<file path="src/rtl/pattern_match_ctrl_pkg.sv">
// Shared types and default widths for the programmable serial pattern matcher.
package pmc_pkg;

  typedef enum logic [1:0] {
    IDLE  = 2'b00,
    READY = 2'b01,
    RUN   = 2'b10,
    DONE  = 2'b11
  } state_t;

  typedef enum logic [1:0] {
    ST_NONE    = 2'b00,
    ST_TARGET  = 2'b01,
    ST_TIMEOUT = 2'b10,
    ST_ABORT   = 2'b11
  } status_t;

  localparam int DEF_MAX_LEN = 8;
  localparam int DEF_CNT_W   = 8;
  localparam int DEF_TO_W    = 16;

endpackage

</file>
<file path="src/rtl/pattern_match_ctrl_if.sv">
// Configuration channel: valid/ready handshake carrying pattern, length, target and timeout.
interface pattern_match_ctrl_if #(
  parameter int MAX_LEN = pmc_pkg::DEF_MAX_LEN,
  parameter int CNT_W   = pmc_pkg::DEF_CNT_W,
  parameter int TO_W    = pmc_pkg::DEF_TO_W
);
  localparam int LEN_W = $clog2(MAX_LEN + 1);

  logic               cfg_valid;
  logic               cfg_ready;
  logic [MAX_LEN-1:0] cfg_pattern;
  logic [LEN_W-1:0]   cfg_len;
  logic [CNT_W-1:0]   cfg_target;
  logic [TO_W-1:0]    cfg_timeout;
  logic               cfg_err;

  modport master (
    output cfg_valid, cfg_pattern, cfg_len, cfg_target, cfg_timeout,
    input  cfg_ready, cfg_err
  );

  modport slave (
    input  cfg_valid, cfg_pattern, cfg_len, cfg_target, cfg_timeout,
    output cfg_ready, cfg_err
  );

endinterface

</file>
<file path="src/rtl/pattern_match_ctrl_matcher.sv">
// Serial history shift register with saturating fill count and a length-masked compare.
// hit reflects the history as it will be after the current bit is shifted in.
module pattern_shift_matcher #(
  parameter int MAX_LEN = 8
) (
  input  logic                             clk,
  input  logic                             reset,
  input  logic                             clear,
  input  logic                             shift_en,
  input  logic                             sbit,
  input  logic [MAX_LEN-1:0]               pattern,
  input  logic [$clog2(MAX_LEN+1)-1:0]     len,
  output logic                             hit
);
  localparam int LEN_W = $clog2(MAX_LEN + 1);

  logic [MAX_LEN-1:0] hist, hist_new, mask;
  logic [LEN_W-1:0]   seen, seen_new;

  always_comb begin
    hist_new = {hist[MAX_LEN-2:0], sbit};
    seen_new = (seen == LEN_W'(MAX_LEN)) ? seen : seen + LEN_W'(1);
    for (int i = 0; i < MAX_LEN; i++) mask[i] = (i < int'(len));
    hit = shift_en && (seen_new >= len) && ((hist_new & mask) == (pattern & mask));
  end

  // NOTE: registers use non-blocking assignments so every flop updates together at the edge.
  always_ff @(posedge clk or posedge reset) begin
    if (reset) begin
      hist <= '0;
      seen <= '0;
    end else if (clear) begin
      hist <= '0;
      seen <= '0;
    end else if (shift_en) begin
      hist <= hist_new;
      seen <= seen_new;
    end
  end

endmodule

</file>
<file path="src/rtl/pattern_match_ctrl.sv">
// Configures, arms and sequences the serial pattern matcher; stops on target,
// timeout or abort and reports a completion status.
module pattern_match_ctrl
  import pmc_pkg::*;
#(
  parameter int MAX_LEN = DEF_MAX_LEN,
  parameter int CNT_W   = DEF_CNT_W,
  parameter int TO_W    = DEF_TO_W
) (
  input  logic                 clk,
  input  logic                 reset,
  pattern_match_ctrl_if.slave  cfg,
  input  logic                 start,
  input  logic                 abort,
  input  logic                 ip_valid,
  input  logic                 ip,
  output logic                 match,
  output logic                 busy,
  output logic                 done,
  output logic [1:0]           status,
  output logic [CNT_W-1:0]     match_count
);
  localparam int LEN_W = $clog2(MAX_LEN + 1);

  state_t             state, state_next;
  status_t            status_q, exit_st;
  logic [MAX_LEN-1:0] pat_q;
  logic [LEN_W-1:0]   len_q;
  logic [CNT_W-1:0]   tgt_q, count_inc;
  logic [TO_W-1:0]    to_q, timer;
  logic               err_q, hs, len_ok, clear, run, hit, hit_ok, target_hit, to_hit;

  assign cfg.cfg_ready = (state == IDLE) || (state == READY);
  assign cfg.cfg_err   = err_q;
  assign hs            = cfg.cfg_valid && cfg.cfg_ready;
  assign len_ok        = (cfg.cfg_len != '0) && (cfg.cfg_len <= LEN_W'(MAX_LEN));
  assign run           = (state == RUN);
  assign busy          = run;
  assign done          = (state == DONE);
  assign status        = status_q;

  // An aborting edge discards any match completed by the same bit.
  assign hit_ok     = hit && !abort;
  assign count_inc  = (&match_count) ? match_count : match_count + CNT_W'(1);
  assign target_hit = (tgt_q != '0) && hit && (count_inc == tgt_q);
  assign to_hit     = (to_q != '0) && (timer == to_q - TO_W'(1));

  pattern_shift_matcher #(.MAX_LEN(MAX_LEN)) u_matcher (
    .clk      (clk),
    .reset    (reset),
    .clear    (clear),
    .shift_en (run && ip_valid),
    .sbit     (ip),
    .pattern  (pat_q),
    .len      (len_q),
    .hit      (hit)
  );

  always_ff @(posedge clk or posedge reset) begin
    if (reset) state <= IDLE;
    else       state <= state_next;
  end

  // NOTE: every output of this block gets a default first so no path can infer a latch.
  always_comb begin
    state_next = state;
    clear      = 1'b0;
    exit_st    = ST_NONE;
    unique case (state)
      IDLE:  if (hs) state_next = len_ok ? READY : IDLE;
      READY: begin
        if (hs) begin
          state_next = len_ok ? READY : IDLE;
        end else if (start) begin
          state_next = RUN;
          clear      = 1'b1;
        end
      end
      RUN: begin
        if (abort) begin
          state_next = DONE;
          exit_st    = ST_ABORT;
        end else if (target_hit) begin
          state_next = DONE;
          exit_st    = ST_TARGET;
        end else if (to_hit) begin
          state_next = DONE;
          exit_st    = ST_TIMEOUT;
        end
      end
      DONE:  state_next = READY;
      default: state_next = IDLE;
    endcase
  end

  always_ff @(posedge clk or posedge reset) begin
    if (reset) begin
      pat_q       <= '0;
      len_q       <= '0;
      tgt_q       <= '0;
      to_q        <= '0;
      err_q       <= 1'b0;
      timer       <= '0;
      match_count <= '0;
      match       <= 1'b0;
      status_q    <= ST_NONE;
    end else begin
      match <= hit_ok;
      if (hs) begin
        pat_q <= cfg.cfg_pattern;
        len_q <= cfg.cfg_len;
        tgt_q <= cfg.cfg_target;
        to_q  <= cfg.cfg_timeout;
        err_q <= !len_ok;
      end
      if (clear) begin
        timer       <= '0;
        match_count <= '0;
        status_q    <= ST_NONE;
      end else if (run) begin
        timer <= timer + TO_W'(1);
        if (hit_ok) match_count <= count_inc;
        if (state_next == DONE) status_q <= exit_st;
      end
    end
  end

endmodule

</file>
<file path="src/flat_wrapper.sv">
// flat-port wrapper written by rule: the top's interface ports become plain ports
module pattern_match_ctrl_flat import pmc_pkg::*;
#(
  parameter int MAX_LEN = DEF_MAX_LEN,
  parameter int CNT_W   = DEF_CNT_W,
  parameter int TO_W    = DEF_TO_W
)
  (clk, reset, start, abort, ip_valid, ip, match, busy, done, status, match_count, cfg_cfg_valid, cfg_cfg_pattern, cfg_cfg_len, cfg_cfg_target, cfg_cfg_timeout, cfg_cfg_ready, cfg_cfg_err);
  pattern_match_ctrl_if #(.MAX_LEN(MAX_LEN), .CNT_W(CNT_W), .TO_W(TO_W)) cfg_i ();
  input  logic clk;
  input  logic reset;
  input  logic start;
  input  logic abort;
  input  logic ip_valid;
  input  logic ip;
  output logic match;
  output logic busy;
  output logic done;
  output logic [1:0] status;
  output logic [CNT_W-1:0] match_count;
  input wire logic [$bits(cfg_i.cfg_valid)-1:0] cfg_cfg_valid;
  input wire logic [$bits(cfg_i.cfg_pattern)-1:0] cfg_cfg_pattern;
  input wire logic [$bits(cfg_i.cfg_len)-1:0] cfg_cfg_len;
  input wire logic [$bits(cfg_i.cfg_target)-1:0] cfg_cfg_target;
  input wire logic [$bits(cfg_i.cfg_timeout)-1:0] cfg_cfg_timeout;
  output wire logic [$bits(cfg_i.cfg_ready)-1:0] cfg_cfg_ready;
  output wire logic [$bits(cfg_i.cfg_err)-1:0] cfg_cfg_err;
  assign cfg_i.cfg_valid = cfg_cfg_valid;
  assign cfg_i.cfg_pattern = cfg_cfg_pattern;
  assign cfg_i.cfg_len = cfg_cfg_len;
  assign cfg_i.cfg_target = cfg_cfg_target;
  assign cfg_i.cfg_timeout = cfg_cfg_timeout;
  assign cfg_cfg_ready = cfg_i.cfg_ready;
  assign cfg_cfg_err = cfg_i.cfg_err;
  pattern_match_ctrl #(.MAX_LEN(MAX_LEN), .CNT_W(CNT_W), .TO_W(TO_W)) u_core (.clk(clk), .reset(reset), .cfg(cfg_i), .start(start), .abort(abort), .ip_valid(ip_valid), .ip(ip), .match(match), .busy(busy), .done(done), .status(status), .match_count(match_count));
endmodule
</file>
<file path="config.mk">
export PLATFORM = sky130hd
export DESIGN_NAME = pattern_match_ctrl_flat
export DESIGN_NICKNAME = d
export VERILOG_FILES = /design/src/rtl/pattern_match_ctrl_pkg.sv /design/src/rtl/pattern_match_ctrl_if.sv /design/src/rtl/pattern_match_ctrl_matcher.sv /design/src/rtl/pattern_match_ctrl.sv /design/src/flat_wrapper.sv
export SDC_FILE = /design/constraint.sdc
export NUM_CORES = 1
export LEC_CHECK = 0
export ABC_AREA = 0
export BUFFER_PORTS_ARGS = -buffer_cell sky130_fd_sc_hd__buf_2
export CORE_ASPECT_RATIO = 1.25
export CORE_MARGIN = 3
export CORE_UTILIZATION = 50
export DETAILED_ROUTE_END_ITERATION = 8
export PLACE_DENSITY_LB_ADDON = 0.25
export RECOVER_POWER = 100
export SKIP_LAST_GASP = 1
export SLEW_MARGIN = 40
export SYNTH_ARGS = -nofsm -noshare
export SYNTH_HDL_FRONTEND = slang
export SYNTH_HIERARCHICAL = 1
export SYNTH_SLANG_ARGS = --single-unit
export TNS_END_PERCENT = 10
</file>
<file path="constraint.sdc">
create_clock -name clk -period 3.8 [get_ports clk]
set_input_delay 0.57 -clock clk [delete_from_list [all_inputs] [get_ports clk]]
set_output_delay 0.57 -clock clk [all_outputs]
set_load 0.05 [all_outputs]
</file>
==> results of run 1 <==
power breakdown:
part           leakage [nW]  switching (W)  internal [W]
Clock                0.0991       0.000322      0.000326
Combinational          1.00       0.000647      0.000558
Sequential            0.973       0.000327       0.00107
layout make-up:
class | count | area (um^2)
fill | 741 | 3423
multi-input combinational | 334 | 2369
sequential | 77 | 1927
timing repair buffer | 61 | 280.3
tap | 117 | 146.4
clock buffer | 10 | 137.6
clock inverter | 6 | 71.32
inverter | 19 | 71.32
routing by layer:
layer	wire length (um)	share of wire, %	global-route usage (%)
met3	441	4.4	3.462
met1	4041	40	24.22
met2	5431	54	38.58
met4	138	1.4	7.967
met5	0	0	0
path summary, 6_finish.rpt:
check                                                 to  slack [ns]
worst min-delay path            u_core/u_matcher/hist[3]        0.19
max in group asynchronous               u_core/timer[13]        0.95
min in group clk                          u_core/to_q[1]        0.43
worst max-delay path               u_core/match_count[0]        0.45
worst max register to register     u_core/match_count[0]        0.45
worst min register to register        u_core/cfg.cfg_err        0.50
flip-flops by register name, summed over array words and instances (netlist names):
| signal | count |
|---|---|
| u_core/timer | 16 |
| u_core/to_q | 16 |
| u_core/match_count | 8 |
| u_core/pat_q | 8 |
| u_core/tgt_q | 8 |
| u_core/u_matcher/hist | 7 |
| u_core/len_q | 4 |
| u_core/u_matcher/seen | 4 |
| u_core/state | 2 |
| u_core/status | 2 |
| u_core/cfg.cfg_err | 1 |
| u_core/match | 1 |
synthesized netlist by cell type (2+ instances only):
cell      count  area (um^2)
dfrtp_1      77         1927
nor2_1       42        157.7
mux2_2       34        382.9
o21ai_0      28        140.1
nand2_1      26        97.59
nand3_1      26        130.1
xnor2_1      22        192.7
xor2_1       18        157.7
inv_1        16        60.06
nor3_1       13        65.06
mux2i_1      11        110.1
clkbuf_1      9        33.78
ha_1          9        112.6
a31oi_1       8        50.05
a21oi_1       7        35.03
nand4_1       6        37.54
o211ai_1      6        45.04
buf_2         5        25.02
nor2b_1       5        31.28
o22ai_1       5        31.28
o31ai_1       4        30.03
or3_1         4        25.02
a211oi_1      3        22.52
and2_1        3        18.77
and4_1        3        26.28
nand2b_1      3        18.77
nor4_1        3        18.77
or2_2         3        18.77
or3_4         3        33.78
and3_1        2        12.51
clkinv_1      2        7.510
nand3b_1      2        15.01
nor4_2        2        25.02
nor4b_1       2        17.52
o21a_1        2        15.01
o31a_1        2        17.52
or4_1         2        15.01
cells by family (layout without fill, tap and decap cells):
kind of cell / count (synthesis) / after routing / synth area share, %
buf+inv: 35 / 96 / 3.134
mux: 45 / 45 / 11.12
compound gates: 84 / 84 / 13.21
xor+xnor: 40 / 40 / 7.905
simple gates: 156 / 156 / 18.61
flops: 77 / 77 / 43.48
fa+ha+maj: 9 / 9 / 2.541
worst max-delay path: stages (launching register included):
cell      delay (ns)
dfrtp_1         0.41
inv_1           0.14
ha_1            0.17
nand2_1         0.08
nand3b_1        0.11
nand2_1         0.07
ha_1            0.28
o21a_1          0.11
o22ai_1         0.08
a221o_1         0.28
nor4_2          0.37
nor2b_1         0.21
nor2b_2         0.36
o21ai_0         0.29
nand3_1         0.15
o21ai_0         0.10
metrics by stage:
| stage | hold slack [ns] | setup WS [ns] | instances | area [um^2] | power [W] |
|---|---|---|---|---|---|
| final | 0.1944 | 0.4492 | 624 | 5002 | 0.003249 |
| after global routing | 0.2201 | 0.1307 | 624 | 5002 | 0.003479 |
| after CTS | 0.2089 | 0.3114 | 624 | 5042 | 0.003287 |
| after detailed placement | 0.4827 | 0.3413 | 608 | 4833 | 0.002625 |
| after global placement | 0.4702 | 0.5595 | 608 | 4833 | 0.002561 |
| after floorplan | 0.4224 | 0.8905 | 446 | 4432 | 0.002299 |
repair_timing:
action	in CTS	in global routing
gates resized for setup	0	1
hold buffers	0	0
endpoints found under the setup margin	0	2
==> metrics, run 1 <==
CP endpoint kind=register; layout net count=around 550; Slew HR=-27.10%; die area=approximately 10000 um^2; TritonCTS clock tree=built; Distinct cells, synth=65; Antenna Violating Nets Remaining=0; drc violations=0; setup violators final=0; Syn. warnings=6; CP required=4.01 ns; sequential share of the synthesized area=43.48%; Initial DRC Count=250; outcome=complete, but fails checks; commonest non-fill, non-tap cell in the layout=dfrtp_1; worst-skew pair later-pin latency=between 0.3 and 0.4 ns; CP max FO=8; CP startpoint kind=register; syn nets=498; clock skew=roughly 0.0087 ns; min-delay worst type=in2async; Lkg Pwr=2.073 nW; worst endpoint data arrival time=between 3 and 4 ns; vias in the first global route=3647; Worst Tran Pin Value=~1.9 ns; Max-Cap Viols=2; vias per cell=between 5 and 6; RSZ-0062 raised after global routing=no; max frequency=298.4 MHz; postcts setup bufs=0; area added between synthesis and finish=12.87%; gpl congestion=0.9170; root buf cell=clkbuf_8; WL per Instance=between 15 and 20 um; Post-Synthesis Cell Area=between 4000 and 5000 um^2; Syn Area/Cell=just under 10 um^2; overall routing resource usage=21.00%; Core Util, Final=about three fifths; R2R depth=15; Post-synth EDFFs=0; pin count of the biggest net entering global routing=35; Max clock buf depth=2; first-pass GRT wire length=17280 um; commonest cells after routing, fill and taps aside=77 x dfrtp_1, 42 x nor2_1, 41 x buf_2, 33 x mux2_2, 28 x o21ai_0; Async S/R FF share, synth=100.0%; TritonCTS Sinks=77; die width=about 90 um; Chip Height=111.3 um; Setup TNS=0 ns; input/output buffers=57; Final Cycle Share=88.18%; min Tclk post-route=roughly 3.4 ns; Cells after Synth=446; total power divided by cell area=about 650 nW/um^2; r2r startpoint=u_core/u_matcher/seen[0]; ys flop type=dfrtp_1; Clock transition at path regs=0.08 ns; fin. max-slew vios=58; layout cells sized above 1=a little over a fifth; starting density of the core=a little over half; H-tree levels=3; Diodes inserted=0; Pre-antenna DRT Iters=4; critical path type=reg2reg; Yosys reg bits=77; Final Hold Fails=0; failing checks=capacitance limit, slew limit; core box area=around 8400 um^2; initial antenna violation count=0; worst vdd ir=387.2 uV; CTS buffer count=9; dpl hpwl=7424 um; via count=3595; Core Rows=37; total length of routed wires=10050 um; total I/O pin count=58; Critical Path Start=u_core/u_matcher/seen[0]; GRT Residual Overflow=0
Power figures use the tool's default switching activity.
==> run 2: changes to the inputs <==
--- a/config.mk
+++ b/config.mk
@@ -11,6 +11,7 @@
 export CORE_MARGIN = 3
 export CORE_UTILIZATION = 50
 export DETAILED_ROUTE_END_ITERATION = 8
+export GPL_TIMING_DRIVEN = 1
 export PLACE_DENSITY_LB_ADDON = 0.25
 export RECOVER_POWER = 100
 export SKIP_LAST_GASP = 1
==> constraint.sdc (replaced) <==
create_clock -name clk -period 4.15 [get_ports clk]
set_input_delay 0.6225 -clock clk [delete_from_list [all_inputs] [get_ports clk]]
set_output_delay 0.6225 -clock clk [all_outputs]
set_load 0.05 [all_outputs]
==> metrics, run 2 (synthesized netlist as in run 1, its figures left out) <==
commonest non-fill, non-tap cell in the layout=dfrtp_1; vias per cell=5.723; fillers=780; gpl congestion=0.8897; CP startpoint kind=register; worst vdd ir=about 380 uV; CP required=4.36 ns; Power Total=0.002990 W; worst-skew pair later-pin latency=0.35 ns; Clock transition at path regs=around 0.08 ns; DP Worst Slack=0.7120 ns; GRT Residual Overflow=0; initial antenna violation count=0; overall routing resource usage=21.08%; R2R depth=14; die width=90.21 um; GRT met2 Usage=38.43%; Logic pwr share=36.7%; Top Registers=u_core/timer x16, u_core/to_q x16; CP max FO=8; Antenna Violating Nets Remaining=0; critical path type=reg2reg; Max clock buf depth=2; core box area=roughly 8400 um^2; Worst Tran Pin Value=1.950 ns; setup violators final=0; dpl hpwl=7542 um; CP endpoint kind=register; postcts setup bufs=0; Core Rows=37; Setup TNS=0 ns; max frequency=274.0 MHz; fin. max-slew vios=43; via count=3571; min-delay worst type=in2async; Clock Power Share=20.5%; Critical Path Start=u_core/u_matcher/seen[0]; Max-Cap Viols=1; input/output buffers=57; Slew HR=-30.70%; vias in the first global route=between 3000 and 4000; min Tclk post-route=approximately 3.6 ns; GR Layer Usage met3=3.802%; Switching Fraction=between 30 and 40%; Final Cycle Share=between 80 and 90%; die area=10040 um^2; Lkg Pwr=2.079 nW; total power divided by cell area=approximately 600 nW/um^2; CTS buffer count=9; first-pass GRT wire length=between 15000 and 20000 um; r2r startpoint=u_core/u_matcher/seen[0]; Hold Slack=0.2486 ns; Chip Height=111.3 um; slack of the critical path=0.5007 ns; drc violations=0; Final Hold Fails=0; root buf cell=clkbuf_8; worst endpoint data arrival time=3.86 ns; total length of routed wires=10130 um; pin count of the biggest net entering global routing=43; RSZ-0062 raised after global routing=no; Diodes inserted=0; Initial DRC Count=167; commonest cells after routing, fill and taps aside=77 x dfrtp_1, 42 x nor2_1, 41 x buf_2, 34 x mux2_2, 28 x o21ai_0; outcome=complete, but fails checks; H-tree levels=3; post-CTS resize count=0; net switching power=between 0.001 and 0.0015 W; capturing point of the worst reg2reg path=u_core/match_count[0]; # hold bufs at CTS=0; TritonCTS Sinks=77; Pre-antenna DRT Iters=4; total I/O pin count=58; Internal=0.001805 W; area added between synthesis and finish=12.73%; clock skew=0.005815 ns; WL per Instance=16.24 um; sequential power share=42.7%; FF-to-FF setup slack=0.50 ns; starting density of the core=between 50% and 60%; layout cells sized above 1=roughly a fifth; failing checks=capacitance limit, slew limit; layout net count=554; GR peak layer=met2; TritonCTS clock tree=built; Global Route met1 Usage=23.86%
run 2: cell types whose count changed in the layout (fill, tap and decap cells not counted), sizes merged:
cell,before,now
clkbuf,30,31
clkinvlp,2,1
run 2: critical path: stages (launching register included):
cell,delay (ns)
dfrtp_1,0.41
inv_1,0.13
ha_1,0.16
nand2_1,0.07
nor2_1,0.15
xnor2_1,0.10
ha_1,0.27
o21ai_0,0.09
a221o_1,0.33
nor4_1,0.47
nor2b_1,0.24
nor2b_1,0.43
o21ai_0,0.36
nand3_1,0.18
o21ai_0,0.11
run 2: worst max path at each step:
stage | to | slack (ns) | depth (start not counted)
4_1_cts | u_core/match_count[0] | 0.71 | 14
5_1_grt | u_core/match_count[0] | 0.21 | 15
6_report | u_core/match_count[0] | 0.50 | 14
2_1_floorplan | u_core/match_count[0] | 1.24 | 16
3_3_place_gp | u_core/match_count[5] | 0.93 | 15
3_5_place_dp | u_core/match_count[0] | 0.71 | 14
run 2: area by class of cell:
class	instances	area (um^2)	area share, %
multi-input cells	334	2354	47.11
clock inverters	5	65.06	1.302
flip-flops and latches	77	1927	38.57
repair buffers	61	280.3	5.610
well taps	117	146.4	2.930
inverters	19	72.57	1.453
clock buffers	11	151.4	3.030
run 2: routing by layer:
metal	vias to the layer above	part of all wire (%)
li1	1734	-
met1	1748	41
met2	66	53
met3	23	3.0
met4	0	2.9
met5	-	0
run 2: power by group through the flow:
| stage | Sequential [W] | Combinational [W] | Clock [W] |
|---|---|---|---|
| 5_1_grt | 0.00132 | 0.00124 | 0.000659 |
| 3_3_place_gp | 0.00128 | 0.00107 | 0 |
| 2_1_floorplan | 0.00124 | 0.000860 | 0 |
| 6_report | 0.00128 | 0.00110 | 0.000613 |
| 4_1_cts | 0.00128 | 0.00114 | 0.000627 |
| 3_5_place_dp | 0.00129 | 0.00113 | 0 |
run 2: through the flow:
step	cells	area, um^2	utilization (%)
2_1_floorplan	446	4432	-
3_3_place_gp	606	4818	57.19
3_5_place_dp	608	4851	57.57
4_1_cts	624	5067	60.14
5_1_grt	624	4996	59.30
6_report	624	4996	59.30
==> run 3: changes to the inputs <==
==> constraint.sdc (replaced) <==
create_clock -name clk -period 3.3 [get_ports clk]
set_input_delay 0.495 -clock clk [delete_from_list [all_inputs] [get_ports clk]]
set_output_delay 0.495 -clock clk [all_outputs]
set_load 0.05 [all_outputs]
==> metrics, run 3 (synthesized netlist as in run 1, its figures left out) <==
Top Registers=u_core/timer x16, u_core/to_q x16; Hold Slack=~0.12 ns; H-tree levels=3; input/output buffers=57; CP endpoint kind=register; Worst Tran Pin Value=1.671 ns; via count=3575; # hold bufs at CTS=0; Core Rows=37; total length of routed wires=9856 um; postcts setup bufs=0; TritonCTS Sinks=77; TritonCTS clock tree=built; critical path type=reg2reg; fillers=roughly 750; crit-path cells=inv_1 > ha_1 > nand2_1 > nand3b_1 > nand2_1 > ha_1 > o21a_1 > o22ai_1 > a221o_1 > nor4_2 > nor2b_1 > nor2b_1 > buf_4 > nand3_1 > nor3b_1 > nor3_1; R2R depth=16; worst path bufs/invs=2; drc violations=0; die area=10040 um^2; failing checks=capacitance limit, slew limit; core box area=about 8400 um^2; clock skew=between 0.008 and 0.009 ns; worst vdd ir=just over 500 uV; CP max FO=7; Setup TNS=0 ns; Lkg Pwr=2.084 nW; total I/O pin count=58; first-pass GRT wire length=around 17000 um; capturing point of the worst reg2reg path=u_core/match_count[6]; Max clock buf depth=2; RSZ-0062 raised after global routing=no; setup violators final=0; r2r startpoint=u_core/u_matcher/seen[0]; gpl congestion=0.8825; starting density of the core=52.60%; commonest non-fill, non-tap cell in the layout=dfrtp_1; layout net count=between 500 and 600; root buf cell=clkbuf_8; Chip Height=111.3 um; vias in the first global route=3660; vias per cell=between 5 and 6; CP max-delay cell=dfrtp_1; FF-to-FF setup slack=0.15 ns; Clock transition at path regs=0.08 ns; total power divided by cell area=743.9 nW/um^2; outcome=complete, but fails checks; min Tclk post-route=3.149 ns; Slew HR=-11.39%; Diodes inserted=0; fin. max-slew vios=67; area added between synthesis and finish=13.16%; GRT Residual Overflow=0; Final Cycle Share=95.43%; Crit path largest cell delay=0.42 ns; CTS buffer count=9; Initial DRC Count=172; initial antenna violation count=0; pin count of the biggest net entering global routing=between 60 and 70; Final Hold Fails=0; dpl hpwl=roughly 7400 um; Pre-antenna DRT Iters=5; overall routing resource usage=around 20%; commonest cells after routing, fill and taps aside=77 x dfrtp_1, 42 x nor2_1, 41 x buf_2, 34 x mux2_2, 28 x o21ai_0; CP required=around 3.5 ns; Antenna Violating Nets Remaining=0; worst-skew pair later-pin latency=0.35 ns; CP startpoint kind=register; min-delay worst type=in2async; crit-path leading delay family=simple AND/OR/NAND/NOR gates; die width=90.21 um; worst endpoint data arrival time=3.36 ns; post-CTS resize count=0; WL per Instance=15.72 um; layout cells sized above 1=21.76%; Max-Cap Viols=1; max frequency=between 300 and 400 MHz
[run 3: cell types whose count changed in the layout (fill, tap and decap cells not counted), moves of 2 or more]
| cell | before | now |
|---|---|---|
| nor4_1 | 5 | 3 |
| clkinv_4 | 2 | 0 |
| nor4_2 | 0 | 2 |
| buf_4 | 0 | 3 |
| clkinvlp_4 | 0 | 2 |
[run 3: layout make-up]
type	instances	area, um^2	area share (%)
clock buffer	11	141.4	2.819
sequential	77	1927	38.42
tap	117	146.4	2.919
inverter	19	71.32	1.422
timing repair buffer	64	304.0	6.063
clock inverter	5	58.81	1.173
multi-input combinational	334	2366	47.18
[run 3: through the flow]
stage | cell area, um^2 | power, W | cells | utilization (%) | setup WS, ns
2_1_floorplan | 4432 | 0.002647 | 446 | - | 0.3905
3_3_place_gp | 4856 | 0.002969 | 611 | 57.63 | 0.3372
3_5_place_dp | 4860 | 0.003044 | 611 | 57.68 | 0.1687
4_1_cts | 5060 | 0.003775 | 627 | 60.05 | 0.1516
5_1_grt | 5015 | 0.003999 | 627 | 59.52 | 0.0006497
6_report | 5015 | 0.003730 | 627 | 59.52 | 0.1510
[run 3: worst max path at each step]
stage	startpoint	endpoint	slack (ns)	cells after the start
finish	u_core/u_matcher/seen[0]	u_core/match_count[6]	0.15	16
global route	u_core/u_matcher/seen[0]	u_core/match_count[6]	0.0006	16
CTS	u_core/u_matcher/seen[0]	u_core/match_count[6]	0.15	16
detailed placement	u_core/u_matcher/seen[0]	u_core/match_count[6]	0.17	16
global placement	u_core/u_matcher/seen[0]	u_core/match_count[6]	0.34	16
floorplan	u_core/u_matcher/seen[0]	u_core/match_count[0]	0.39	16
[run 3: power breakdown]
| group | internal, W | switching (W) | leakage (nW) | total [W] |
|---|---|---|---|---|
| registers | 0.00123 | 0.000377 | 0.973 | 0.00161 |
| clock network | 0.000372 | 0.000353 | 0.0959 | 0.000725 |
| logic | 0.000647 | 0.000748 | 1.02 | 0.00140 |
| total | 0.00225 | 0.00148 | 2.08 | 0.00373 |
[run 3: layer usage]
metal	GRT usage, %	wire length, um	vias up
li1	-	-	1740
met1	23.78	4129	1742
met2	36.79	5176	73
met3	4.209	331	20
met4	7.763	219	0
met5	0	0	-
